$ cat src/rtl/regfile_wb_arbiter.sv
`default_nettype none
// ============================================================================
// Module   : regfile_wb_arbiter
// Purpose  : Shares the register file's single write port between NUM_REQ
//            writeback requesters. Arbitration is round-robin and uses
//            valid/ready handshakes. The granted write is registered and
//            appears on the write port one cycle later. A per-register
//            pending scoreboard is set by decode claims and cleared by
//            committed writes. Decode uses it to detect RAW hazards on
//            rs1/rs2.
// Revision : 1.0 - initial release
// ----------------------------------------------------------------------------
// Parameters
//   DATA_WIDTH  register data width
//   NUM_REQ     number of writeback requesters (2..8), index 0 is lowest
// Ports
//   clk, rst_n                 clock, synchronous active-low reset
//   req_valid/ready/addr/data  requester handshakes, packed per index
//   wb_hold                    suppresses any grant this cycle
//   wr_en/rw_addr/wr_data      registered register-file write port
//   claim_valid/claim_addr     decode reservation of a destination register
//   rs1_addr/rs2_addr          decode source registers
//   rs1_busy/rs2_busy          source has an outstanding write
//   rsN_fwd_vld/rsN_fwd        same-cycle forward of the committing write
// Configuration
//   REGFILE_WB_BYPASS_EN       when defined, forwards the committing write to
//                              rs1/rs2 and masks their busy flags
// ============================================================================
module regfile_wb_arbiter #(
    parameter int DATA_WIDTH = 32,
    parameter int NUM_REQ    = 3
) (
    input  logic                          clk,
    input  logic                          rst_n,
    input  logic [NUM_REQ-1:0]            req_valid,
    output logic [NUM_REQ-1:0]            req_ready,
    input  logic [5*NUM_REQ-1:0]          req_addr,
    input  logic [DATA_WIDTH*NUM_REQ-1:0] req_data,
    input  logic                          wb_hold,
    output logic                          wr_en,
    output logic [4:0]                    rw_addr,
    output logic [DATA_WIDTH-1:0]         wr_data,
    input  logic                          claim_valid,
    input  logic [4:0]                    claim_addr,
    input  logic [4:0]                    rs1_addr,
    input  logic [4:0]                    rs2_addr,
    output logic                          rs1_busy,
    output logic                          rs2_busy,
    output logic                          rs1_fwd_vld,
    output logic                          rs2_fwd_vld,
    output logic [DATA_WIDTH-1:0]         rs1_fwd,
    output logic [DATA_WIDTH-1:0]         rs2_fwd
);

    localparam int c_PTR_W = (NUM_REQ > 1) ? $clog2(NUM_REQ) : 1;

    logic [c_PTR_W-1:0]    r_rr_ptr;
    logic                  r_wr_en;
    logic [4:0]            r_rw_addr;
    logic [DATA_WIDTH-1:0] r_wr_data;
    logic [31:0]           r_pend;

    logic [NUM_REQ-1:0]    w_hi_mask;
    logic [NUM_REQ-1:0]    w_hi_valid;
    logic [NUM_REQ-1:0]    w_pool;
    logic [NUM_REQ-1:0]    w_grant;
    logic                  w_grant_any;
    logic [c_PTR_W-1:0]    w_ptr_next;
    logic [4:0]            w_sel_addr;
    logic [DATA_WIDTH-1:0] w_sel_data;
    logic [31:0]           w_pend_next;

    // ------------------------------------------------------------------
    // Round-robin arbitration. Requesters at or above the pointer are
    // searched first (lowest index wins); if none is valid the search
    // wraps to the full set. Grants are suppressed by hold and by reset
    // so a handshake can never complete in a reset cycle.
    // ------------------------------------------------------------------
    always_comb begin
        w_hi_mask   = '0;
        w_grant     = '0;
        w_grant_any = 1'b0;
        w_ptr_next  = r_rr_ptr;
        w_sel_addr  = '0;
        w_sel_data  = '0;

        for (int i = 0; i < NUM_REQ; i++) begin
            w_hi_mask[i] = (i >= int'(r_rr_ptr));
        end
        w_hi_valid = req_valid & w_hi_mask;
        w_pool     = (|w_hi_valid) ? w_hi_valid : req_valid;

        if (rst_n && !wb_hold) begin
            for (int i = 0; i < NUM_REQ; i++) begin
                if (!w_grant_any && w_pool[i]) begin
                    w_grant_any = 1'b1;
                    w_grant[i]  = 1'b1;
                    w_sel_addr  = req_addr[i*5 +: 5];
                    w_sel_data  = req_data[i*DATA_WIDTH +: DATA_WIDTH];
                    w_ptr_next  = (i == NUM_REQ - 1) ? '0 : c_PTR_W'(i + 1);
                end
            end
        end
    end

    assign req_ready = w_grant;

    // ------------------------------------------------------------------
    // Scoreboard update: the committing write clears its bit first, then
    // a claim sets its bit, so a same-cycle reclaim stays outstanding.
    // x0 is never pending.
    // ------------------------------------------------------------------
    always_comb begin
        w_pend_next = r_pend;
        if (r_wr_en) begin
            w_pend_next[r_rw_addr] = 1'b0;
        end
        if (claim_valid && (claim_addr != 5'd0)) begin
            w_pend_next[claim_addr] = 1'b1;
        end
        w_pend_next[0] = 1'b0;
    end

    always_ff @(posedge clk) begin
        if (!rst_n) begin
            r_rr_ptr  <= '0;
            r_wr_en   <= 1'b0;
            r_rw_addr <= '0;
            r_wr_data <= '0;
            r_pend    <= '0;
        end else begin
            r_pend <= w_pend_next;
            if (w_grant_any) begin
                r_rr_ptr  <= w_ptr_next;
                // A grant to x0 completes the handshake but never writes.
                r_wr_en   <= (w_sel_addr != 5'd0);
                r_rw_addr <= w_sel_addr;
                r_wr_data <= w_sel_data;
            end else begin
                r_wr_en   <= 1'b0;
            end
        end
    end

    assign wr_en   = r_wr_en;
    assign rw_addr = r_rw_addr;
    assign wr_data = r_wr_data;

    // ------------------------------------------------------------------
    // Hazard reporting. pend[0] is held at zero, so x0 is never busy.
    // ------------------------------------------------------------------
`ifdef REGFILE_WB_BYPASS_EN
    logic w_rs1_hit;
    logic w_rs2_hit;
    logic w_rs1_reclaim;
    logic w_rs2_reclaim;

    assign w_rs1_hit     = r_wr_en && (r_rw_addr == rs1_addr) && (rs1_addr != 5'd0);
    assign w_rs2_hit     = r_wr_en && (r_rw_addr == rs2_addr) && (rs2_addr != 5'd0);
    assign w_rs1_reclaim = claim_valid && (claim_addr == rs1_addr);
    assign w_rs2_reclaim = claim_valid && (claim_addr == rs2_addr);

    // The committing value satisfies the hazard unless decode is already
    // reserving the same register again for a younger instruction.
    assign rs1_busy    = r_pend[rs1_addr] && !(w_rs1_hit && !w_rs1_reclaim);
    assign rs2_busy    = r_pend[rs2_addr] && !(w_rs2_hit && !w_rs2_reclaim);
    assign rs1_fwd_vld = w_rs1_hit;
    assign rs2_fwd_vld = w_rs2_hit;
    assign rs1_fwd     = w_rs1_hit ? r_wr_data : '0;
    assign rs2_fwd     = w_rs2_hit ? r_wr_data : '0;
`else
    assign rs1_busy    = r_pend[rs1_addr];
    assign rs2_busy    = r_pend[rs2_addr];
    assign rs1_fwd_vld = 1'b0;
    assign rs2_fwd_vld = 1'b0;
    assign rs1_fwd     = '0;
    assign rs2_fwd     = '0;
`endif

endmodule
`default_nettype wire

$ cat config.mk
export PLATFORM = sky130hd
export DESIGN_NAME = regfile_wb_arbiter
export DESIGN_NICKNAME = d
export VERILOG_FILES = /design/src/rtl/regfile_wb_arbiter.sv
export SDC_FILE = /design/constraint.sdc
export NUM_CORES = 1
export LEC_CHECK = 0
export BUFFER_PORTS_ARGS = -buffer_cell sky130_fd_sc_hd__buf_4
export CORE_AREA = 2 2 96 107
export CTS_BUF_LIST = sky130_fd_sc_hd__clkbuf_4 sky130_fd_sc_hd__clkbuf_8
export CTS_CLUSTER_DIAMETER = 120
export DETAILED_ROUTE_END_ITERATION = 7
export DIE_AREA = 0 0 98 109
export PLACE_DENSITY = 0.85
export SETUP_SLACK_MARGIN = 0.5
export SLEW_MARGIN = 40
export SYNTH_ARGS = -nofsm -noshare
export SYNTH_HDL_FRONTEND = slang
export SYNTH_SLANG_ARGS = --single-unit
$ cat constraint.sdc
create_clock -name clk -period 4.1 [get_ports clk]
set_input_delay 0.205 -clock clk [delete_from_list [all_inputs] [get_ports clk]]
set_output_delay 0.205 -clock clk [all_outputs]
set_load 0.05 [all_outputs]
==> summary.txt, run 1 <==
Status
  – Status: completed

STA
  – Setup TNS: 0 ns
  – Slew @ Worst Pin: roughly 0.76 ns
  – Final min period: ~2.4 ns
  – Final worst slack: 1.74 ns
  – Final setup viols: 0
  – RSZ-0062 raised after global routing: no
  – Final Skew: 0.0122 ns
  – Fmax: 424 MHz
  – Worst hold margin: 0.126 ns
  – Max-slew violations: 0
  – Slew HR: 49.4%
  – Period Utilization, post-route: 57.6%
  – Fin. Hold Viols: 0

GRT
  – Total grt overflow: 0
  – Largest net degree at the start of global routing: 73
  – GRT Util Overall: between 20% and 30%
  – Number of global-route vias before repair: approximately 4100
  – First-pass GRT wire length: roughly 20 mm
  – Initial antenna violation count: 0

Critical path
  – Crit Path Max Fanout: 38
  – Cell Chain, Critical Path: a21oi_1 > o211a_1 > buf_4 > a2111oi_0 > o22ai_1 > or4_1
  – Setup CP Type: reg2reg
  – Max stage delay cell, worst path: a2111oi_0
  – Worst path max stage delay: ~0.58 ns
  – Required time worst endpoint: 4.32 ns
  – RR Startpoint: r_rr_ptr[1]
  – CP startpoint kind: flop
  – Crit path capture type: flop
  – R2r endpoint: wr_en
  – Worst-case reg-to-reg path depth: 6
  – Worst Path Arrival: 2.58 ns
  – Top delay family on crit path: compound AO/OA/AOI/OAI gates
  – WP buf/inv: 1
  – Worst R2R Setup Slack: 1.74 ns

Cells and area
  – Share of layout cells above drive strength 1: a little over a third
  – Layout Area Growth over Synthesis: 31.2%
  – Nets: roughly 760
  – Final core utilization: between 50% and 60%
  – Commonest non-fill, non-tap cell in the layout: buf_4
  – Most frequent cells in the layout: buf_4, dfxtp_1, conb_1
  – Final Non-Filler Cells: 755
  – Fin area: 5540 um^2
  – Number of diodes: 0
  – Fill cells: slightly below 900

Route
  – Final ANT Viol Nets: 0
  – Vias/cell: 5.66
  – DRT iter0 DRCs: 350
  – DRC: 0
  – DRT Pass-1 Iters: 7
  – Wirelength, routed: 13.1 mm
  – Wire length per cell: 17.3 um
  – Total number of vias: 4275

Place
  – I/O Buffers: 175
  – Placed cell area: 5340 um^2
  – Pre-CTS setup slack: roughly 1.7 ns
  – Placed wire-length estimate: approximately 9.6 mm
  – Placed Cells: 739
  – RePlAce Congestion: 0.900

Floorplanning
  – Site row count: 38
  – Die width: between 90 and 100 um
  – I/O pin total: 242
  – Die footprint: between 10000 and 15000 um^2
  – Die span in y: between 100 and 150 um
  – Starting Density: 43.7%
  – Core outline area: 9650 um^2

Clock tree
  – H-Tree Depth: 3
  – Clock Pin Slew Worst Setup and Hold Paths: about 0.08 ns
  – CTS Buf Count: 9
  – Root buf cell: clkbuf_8
  – CTS max path bufs: 2
  – PostCTS Resize Cnt: 0
  – Hold_buf cts: 0
  – Latest clock arrival within the worst-skew pair: ~0.34 ns
  – Clock tree sinks: 71
  – CTS tree: built
  – Postcts setup bufs: 0

Pwr
  – Total power: 1.95 mW
  – Leakage power: between 2 and 2.5 nW
  – Worst vdd ir: 205 uV
  – Power density over the cells: 352 nW/um^2

Synth
  – Mapped Area: 4220 um^2
  – Post-synth cell types: 39
  – Top FF cell, synth: dfxtp_1
  – Post-synth EDFFs: 0
  – Post-synthesis sequential area ratio: 33.7%
  – Yosys top cell by area: dfxtp_1
  – Cells after synthesis: approximately 480
  – Share of the synthesized area in the top cell type: 33.7%
  – Avg Cell Area, Syn: a little under 9 um^2
  – Ys Warns: 0
  – FF+latch count, synth: 71
  – Top post-synthesis cells by area: dfxtp_1, buf_4, mux4_2
  – Synth async-reset ratio: 0%

Hold path
  – Worst hold stages: 3
  – Hold WC Path Type: in2reg
  – Hold Startpoint: req_data[22]
  – Hold EP: wr_data[22]

Run
  – Max Cap Viol: 0
## worst max-delay path by stage
stage | startpoint | to | slack [ns] | cells after the start
2_1_floorplan | rs1_addr[0] | rs1_busy | 1.91 | 4
3_5_place_dp | r_rr_ptr[1] | wr_en | 1.75 | 6
6_report | r_rr_ptr[1] | wr_en | 1.74 | 6
4_1_cts | r_rr_ptr[1] | wr_en | 1.72 | 6
5_1_grt | r_rr_ptr[1] | wr_en | 1.52 | 6
3_3_place_gp | r_rr_ptr[0] | wr_en | 1.74 | 5
## where the power goes
| group | switching, mW | total (mW) | internal (mW) | leakage (nW) |
|---|---|---|---|---|
| Sequential | 0.0342 | 0.762 | 0.727 | 0.579 |
| Clock | 0.270 | 0.574 | 0.305 | 0.103 |
| Combinational | 0.413 | 0.612 | 0.199 | 1.67 |
## worst reg2reg max path: stages (launching register included)
cell	delay (ns)
dfxtp_1	0.45
a21oi_1	0.10
o211a_1	0.21
buf_4	0.24
a2111oi_0	0.58
o22ai_1	0.16
or4_1	0.50
## Yosys cell counts (3+ instances only)
cell	number
clkbuf_1	31
nor2b_1	3
nand3b_1	5
buf_2	3
o21ai_1	32
nand2b_1	4
a222oi_1	33
o21ai_0	39
nor2_1	10
buf_4	66
mux4_2	18
a31o_1	3
nor3b_1	5
nand3_1	37
a21boi_0	31
nand2_1	48
and3_1	4
a21oi_1	8
dfxtp_1	71
## area by class of cell
type / count / area (um^2) / area share (%)
multi-input combinational: 370 / 2430 / 43.8
sequential: 71 / 1420 / 25.7
timing repair buffer: 178 / 1340 / 24.1
tap: 120 / 150 / 2.71
clock buffer: 11 / 145 / 2.62
clock inverter: 5 / 56.3 / 1.02
## sequential cells by signal, summed over array words and instances, names as in the netlist
register,count
r_pend,31
rw_addr,5
wr_en,1
r_rr_ptr,2
wr_data,32
## layer usage
layer / GRT usage, % / routed length [um] / vias to the layer above
li1: - / - / 1974
met1: 26.3 / 4620 / 1973
met2: 40.9 / 6790 / 278
met3: 6.41 / 1340 / 50
met4: 10.7 / 314 / 0
met5: 0 / 0 / -
## cell families after synthesis
family                 share of synthesized area [%]
other                                         0.0889
AOI/OAI and AO/OA                               26.0
buffers and inverters                           15.0
DFF                                             33.7
muxes                                           10.7
and+or+nand+nor                                 14.5
Note: power is estimated with default switching activity, not from simulation.
==> run 2: changes to the inputs <==
==> constraint.sdc (replaced) <==
create_clock -name clk -period 2.3 [get_ports clk]
set_input_delay 0.115 -clock clk [delete_from_list [all_inputs] [get_ports clk]]
set_output_delay 0.115 -clock clk [all_outputs]
set_load 0.05 [all_outputs]
==> summary.txt, run 2 (synthesis gave the netlist of run 1 again) <==
Status
  – Status: completed

Route
  – Vias/cell: 5.63
  – DRC: 0
  – Wire length per cell: 18.2 um
  – Total number of vias: 4326
  – DRT Pass-1 Iters: 8
  – Wirelength, routed: 14.0 mm
  – Final ANT Viol Nets: 0
  – DRT iter0 DRCs: 286

STA
  – Fin. Hold Viols: 0
  – Final min period: 2.20 ns
  – Slew HR: 50.9%
  – Period Utilization, post-route: 95.5%
  – Final Skew: 0.00831 ns
  – Fmax: 455 MHz
  – Slew @ Worst Pin: approximately 0.73 ns
  – Setup TNS: 0 ns
  – Max-slew violations: 0
  – Final setup viols: 0
  – RSZ-0062 raised after global routing: yes

Cells and area
  – Reg area: about 1400 um^2
  – Number of diodes: 0
  – Fill cells: 831
  – Share of layout cells above drive strength 1: between 30% and 40%
  – Layout Area Growth over Synthesis: 39.2%
  – Final Non-Filler Cells: 769
  – Fin area: 5870 um^2
  – Nets: 777
  – Area of the multi-input gates: around 2500 um^2
  – Max reg flops: 32
  – Most frequent cells in the layout: buf_4, conb_1, dfxtp_1
  – Commonest non-fill, non-tap cell in the layout: buf_4

Critical path
  – Worst path max stage delay: 0.49 ns
  – Setup CP Type: reg2out
  – Crit Path Max Fanout: 3
  – Worst Path Arrival: 2.08 ns
  – Max stage delay cell, worst path: mux4_2
  – Crit path capture type: output port
  – Required time worst endpoint: 2.18 ns
  – Top delay family on crit path: multiplexers
  – Cell Chain, Critical Path: mux4_2 > mux4_2 > mux2_4 > buf_6
  – Worst setup startpoint: r_pend[7]
  – WP buf/inv: 1
  – CP startpoint kind: flop
  – Most Frequent Cell on Critical Path: mux4_2
  – RR Startpoint: r_rr_ptr[1]

Floorplanning
  – Core outline area: 9650 um^2
  – Die span in y: 109 um
  – Die footprint: 10700 um^2
  – Starting Density: a little over two fifths
  – I/O pin total: 242
  – Site row count: 38
  – Die width: 98 um

Pwr
  – Leakage power: 2.50 nW
  – Worst vdd ir: 365 uV
  – Power density over the cells: 627 nW/um^2

Clock tree
  – H-Tree Depth: 3
  – CTS max path bufs: 2
  – Root buf cell: clkbuf_8
  – Clock Pin Slew Worst Setup and Hold Paths: 0.08 ns
  – CTS Buf Count: 9
  – Latest clock arrival within the worst-skew pair: ~0.35 ns
  – Clock tree sinks: 71
  – CTS tree: built

Hold path
  – Hold Startpoint: req_data[0]
  – Hold WC Path Type: in2reg

GRT
  – Number of global-route vias before repair: around 4200
  – Largest net degree at the start of global routing: 72
  – Initial antenna violation count: 0
  – GRT Util Overall: 25.1%
  – First-pass GRT wire length: 21.1 mm
  – Total grt overflow: 0

Place
  – Placed wire-length estimate: 10.3 mm
  – Placed Cells: between 700 and 800
  – Placed cell area: between 5000 and 6000 um^2
  – RePlAce Congestion: 0.928
  – I/O Buffers: 175

Run
  – Max Cap Viol: 0
-- run 2: final cells by class --
type                    instances  share of cell area, %
clock buffers                  10                   2.34
well taps                     120                   2.56
flip-flops and latches         71                   24.4
repair buffers                192                   26.3
clock inverters                 6                   1.56
multi-input cells             370                   42.8
-- run 2: power breakdown --
group / total, mW / internal, mW / switching [mW] / leakage [nW]
logic: 1.17 / 0.411 / 0.761 / 1.80
registers: 1.36 / 1.30 / 0.0614 / 0.583
clock network: 1.15 / 0.646 / 0.504 / 0.113
total: 3.68 / 2.35 / 1.33 / 2.50
-- run 2: repair_timing --
action | 4_1_cts | 5_1_grt
hold buffers | 0 | 0
pin swaps | 7 | 1
resized for setup | 21 | 16
setup buffers | 7 | 2
setup endpoints to repair | 6 | 7
cloned | 1 | 0
-- run 2: path summary, 6_finish.rpt --
check	endpoint	slack, ns	depth (start not counted)
max	rs1_busy	0.10	4
min	wr_data[0]	0.03	3
max reg2reg	wr_en	0.38	6
min reg2reg	wr_data[18]	0.46	2
-- run 2: metrics by stage --
stage	hold slack [ns]	total power, mW	setup WS (ns)	util (%)
2_1_floorplan	0.295	2.19	0.481	-
6_report	0.0272	3.68	0.104	60.8
3_3_place_gp	0.382	2.46	0.382	55.8
3_5_place_dp	0.393	2.48	0.316	55.8
4_1_cts	0.0145	3.67	0.107	60.0
5_1_grt	0.0224	3.83	0.0307	60.8
-- run 2: routing by layer --
| layer | up-vias | share of wire, % | track usage [%] |
|---|---|---|---|
| met4 | 0 | 3.2 | 10.4 |
| met2 | 241 | 54 | 47.0 |
| met5 | - | 0 | 0 |
| met3 | 42 | 8.9 | 7.76 |
| met1 | 2042 | 34 | 25.9 |
| li1 | 2001 | - | - |
-- run 2: worst reg2reg max path: stages, from the launching register on --
cell and delay (ns):
dfxtp_4 0.41, a21oi_4 0.07, o211a_4 0.26, buf_8 0.12
a222oi_1 0.34, nor2_1 0.10, or4_1 0.51
==> run 3: changes to the inputs <==
--- a/config.mk
+++ b/config.mk
@@ -11,7 +11,7 @@
 export CTS_CLUSTER_DIAMETER = 120
 export DETAILED_ROUTE_END_ITERATION = 7
 export DIE_AREA = 0 0 98 109
-export PLACE_DENSITY = 0.85
+export PLACE_DENSITY_LB_ADDON = 0.15
 export SETUP_SLACK_MARGIN = 0.5
 export SLEW_MARGIN = 40
 export SYNTH_ARGS = -nofsm -noshare
==> summary.txt, run 3 (synthesis gave the netlist of run 1 again) <==
Clock tree
  – CTS Buf Count: 9
  – CTS tree: built
  – Root buf cell: clkbuf_8
  – H-Tree Depth: 3
  – Clock tree sinks: 71
  – Clock Pin Slew Worst Setup and Hold Paths: around 0.09 ns
  – CTS max path bufs: 2
  – Latest clock arrival within the worst-skew pair: between 0.3 and 0.4 ns

Cells and area
  – Final core utilization: 62.0%
  – Commonest non-fill, non-tap cell in the layout: buf_4
  – Number of diodes: 0
  – Final Non-Filler Cells: 780
  – Share of layout cells above drive strength 1: around two fifths
  – Max reg flops: 32
  – Fill cells: ~870
  – Layout Area Growth over Synthesis: 41.8%
  – Nets: 788
  – Most frequent cells in the layout: buf_4, conb_1, dfxtp_1

Critical path
  – RR Startpoint: r_rr_ptr[1]
  – Setup CP Type: reg2out
  – Worst R2R Setup Slack: 0.37 ns
  – Worst Path Arrival: roughly 2.1 ns
  – Worst-case reg-to-reg path depth: 6
  – Required time worst endpoint: 2.18 ns
  – CP startpoint kind: flop
  – Crit path capture type: output port
  – Crit Path Max Fanout: 3
  – R2r endpoint: wr_en

STA
  – Fin. Hold Viols: 0
  – Period Utilization, post-route: 94.5%
  – Slew @ Worst Pin: 0.736 ns
  – RSZ-0062 raised after global routing: yes
  – Final Skew: 0.0114 ns
  – Final setup viols: 0
  – Setup TNS: 0 ns
  – Worst hold margin: slightly above 0.03 ns
  – Slew HR: around half
  – Final min period: 2.17 ns
  – Fmax: 460 MHz
  – Max-slew violations: 0

Status
  – Failing checks: DRC
  – Status: complete, but fails checks

Hold path
  – Worst hold stages: 3
  – Hold Startpoint: req_data[3]
  – Hold EP: wr_data[3]
  – Hold WC Path Type: in2reg

Pwr
  – Total power: ~3.6 mW
  – Worst vdd ir: 358 uV
  – Leakage power: 2.56 nW
  – Power density over the cells: 598 nW/um^2

GRT
  – Initial antenna violation count: 0
  – Number of global-route vias before repair: 3996
  – First-pass GRT wire length: 20.5 mm
  – Total grt overflow: 0
  – GRT Util Overall: between 20% and 30%
  – Largest net degree at the start of global routing: 72

Route
  – Total number of vias: 4308
  – Wirelength, routed: between 10 and 15 mm
  – DRT iter0 DRCs: 292
  – Vias/cell: 5.52
  – Final ANT Viol Nets: 0
  – DRC: 1
  – DRT Pass-1 Iters: 8
  – Wire length per cell: 17.9 um

Place
  – RePlAce Congestion: 0.958
  – Placed Cells: 742
  – I/O Buffers: 175
  – Placed wire-length estimate: 9.81 mm

Floorplanning
  – I/O pin total: roughly 240
  – Starting Density: about 44%
  – Die span in y: 109 um
  – Die footprint: roughly 11000 um^2
  – Core outline area: 9650 um^2
  – Die width: 98 um
  – Site row count: 38

Run
  – Max Cap Viol: 0
==> run 3: cell types whose count changed in the layout (fill, tap and decap cells not counted), moves of 2 or more <==
cell       change
dfxtp_1       -12
dfxtp_2       +12
buf_4          +6
buf_6          +2
clkbuf_16      +2
==> run 3: area by class of cell <==
cell class | count | area, um^2 | area share, %
clock buffers | 10 | 131 | 2.20
clock inverters | 6 | 68.8 | 1.15
multi-input cells | 370 | 2500 | 41.8
flip-flops and latches | 71 | 1450 | 24.2
well taps | 120 | 150 | 2.51
repair buffers | 203 | 1680 | 28.1
==> run 3: critical path, cell delays in order (launching register included) <==
cell and delay [ns]:
dfxtp_2 0.34, mux4_2 0.47, mux4_2 0.47, mux2_4 0.28, buf_8 0.15
==> run 3: timing repair <==
item,4_1_cts,5_1_grt
pin swaps,9,2
cloned,1,2
endpoints found under the setup margin,7,8
buffers inserted,11,8
hold buffers,0,0
resized for setup,45,11
==> run 3: layer usage <==
metal	up-vias	track usage (%)	routed length, um
li1	2027	-	-
met4	0	9.03	228
met5	-	0	0
met2	205	43.7	7500
met3	20	5.58	1160
met1	2056	28.3	5050
==> run 3: through the flow <==
step	setup slack, ns	cell area (um^2)
global placement	0.384	5370
finish	0.125	5980
global route	0.0645	5980
detailed placement	0.297	5370
CTS	0.142	5830
floorplan	0.481	4500
==> run 3: worst max-delay path by stage <==
stage | startpoint | to | slack [ns]
detailed placement | r_rr_ptr[1] | wr_en | 0.30
floorplan | rs1_addr[0] | rs1_busy | 0.48
global placement | r_rr_ptr[1] | wr_en | 0.38
global route | r_pend[31] | rs1_busy | 0.06
finish | r_pend[23] | rs1_busy | 0.13
CTS | r_pend[23] | rs1_busy | 0.14
==> run 3: report_power, final <==
part | switching [mW] | leakage (nW) | internal, mW
clock network | 0.503 | 0.0968 | 0.519
registers | 0.0604 | 0.589 | 1.30
logic | 0.768 | 1.87 | 0.434
total | 1.33 | 2.56 | 2.25
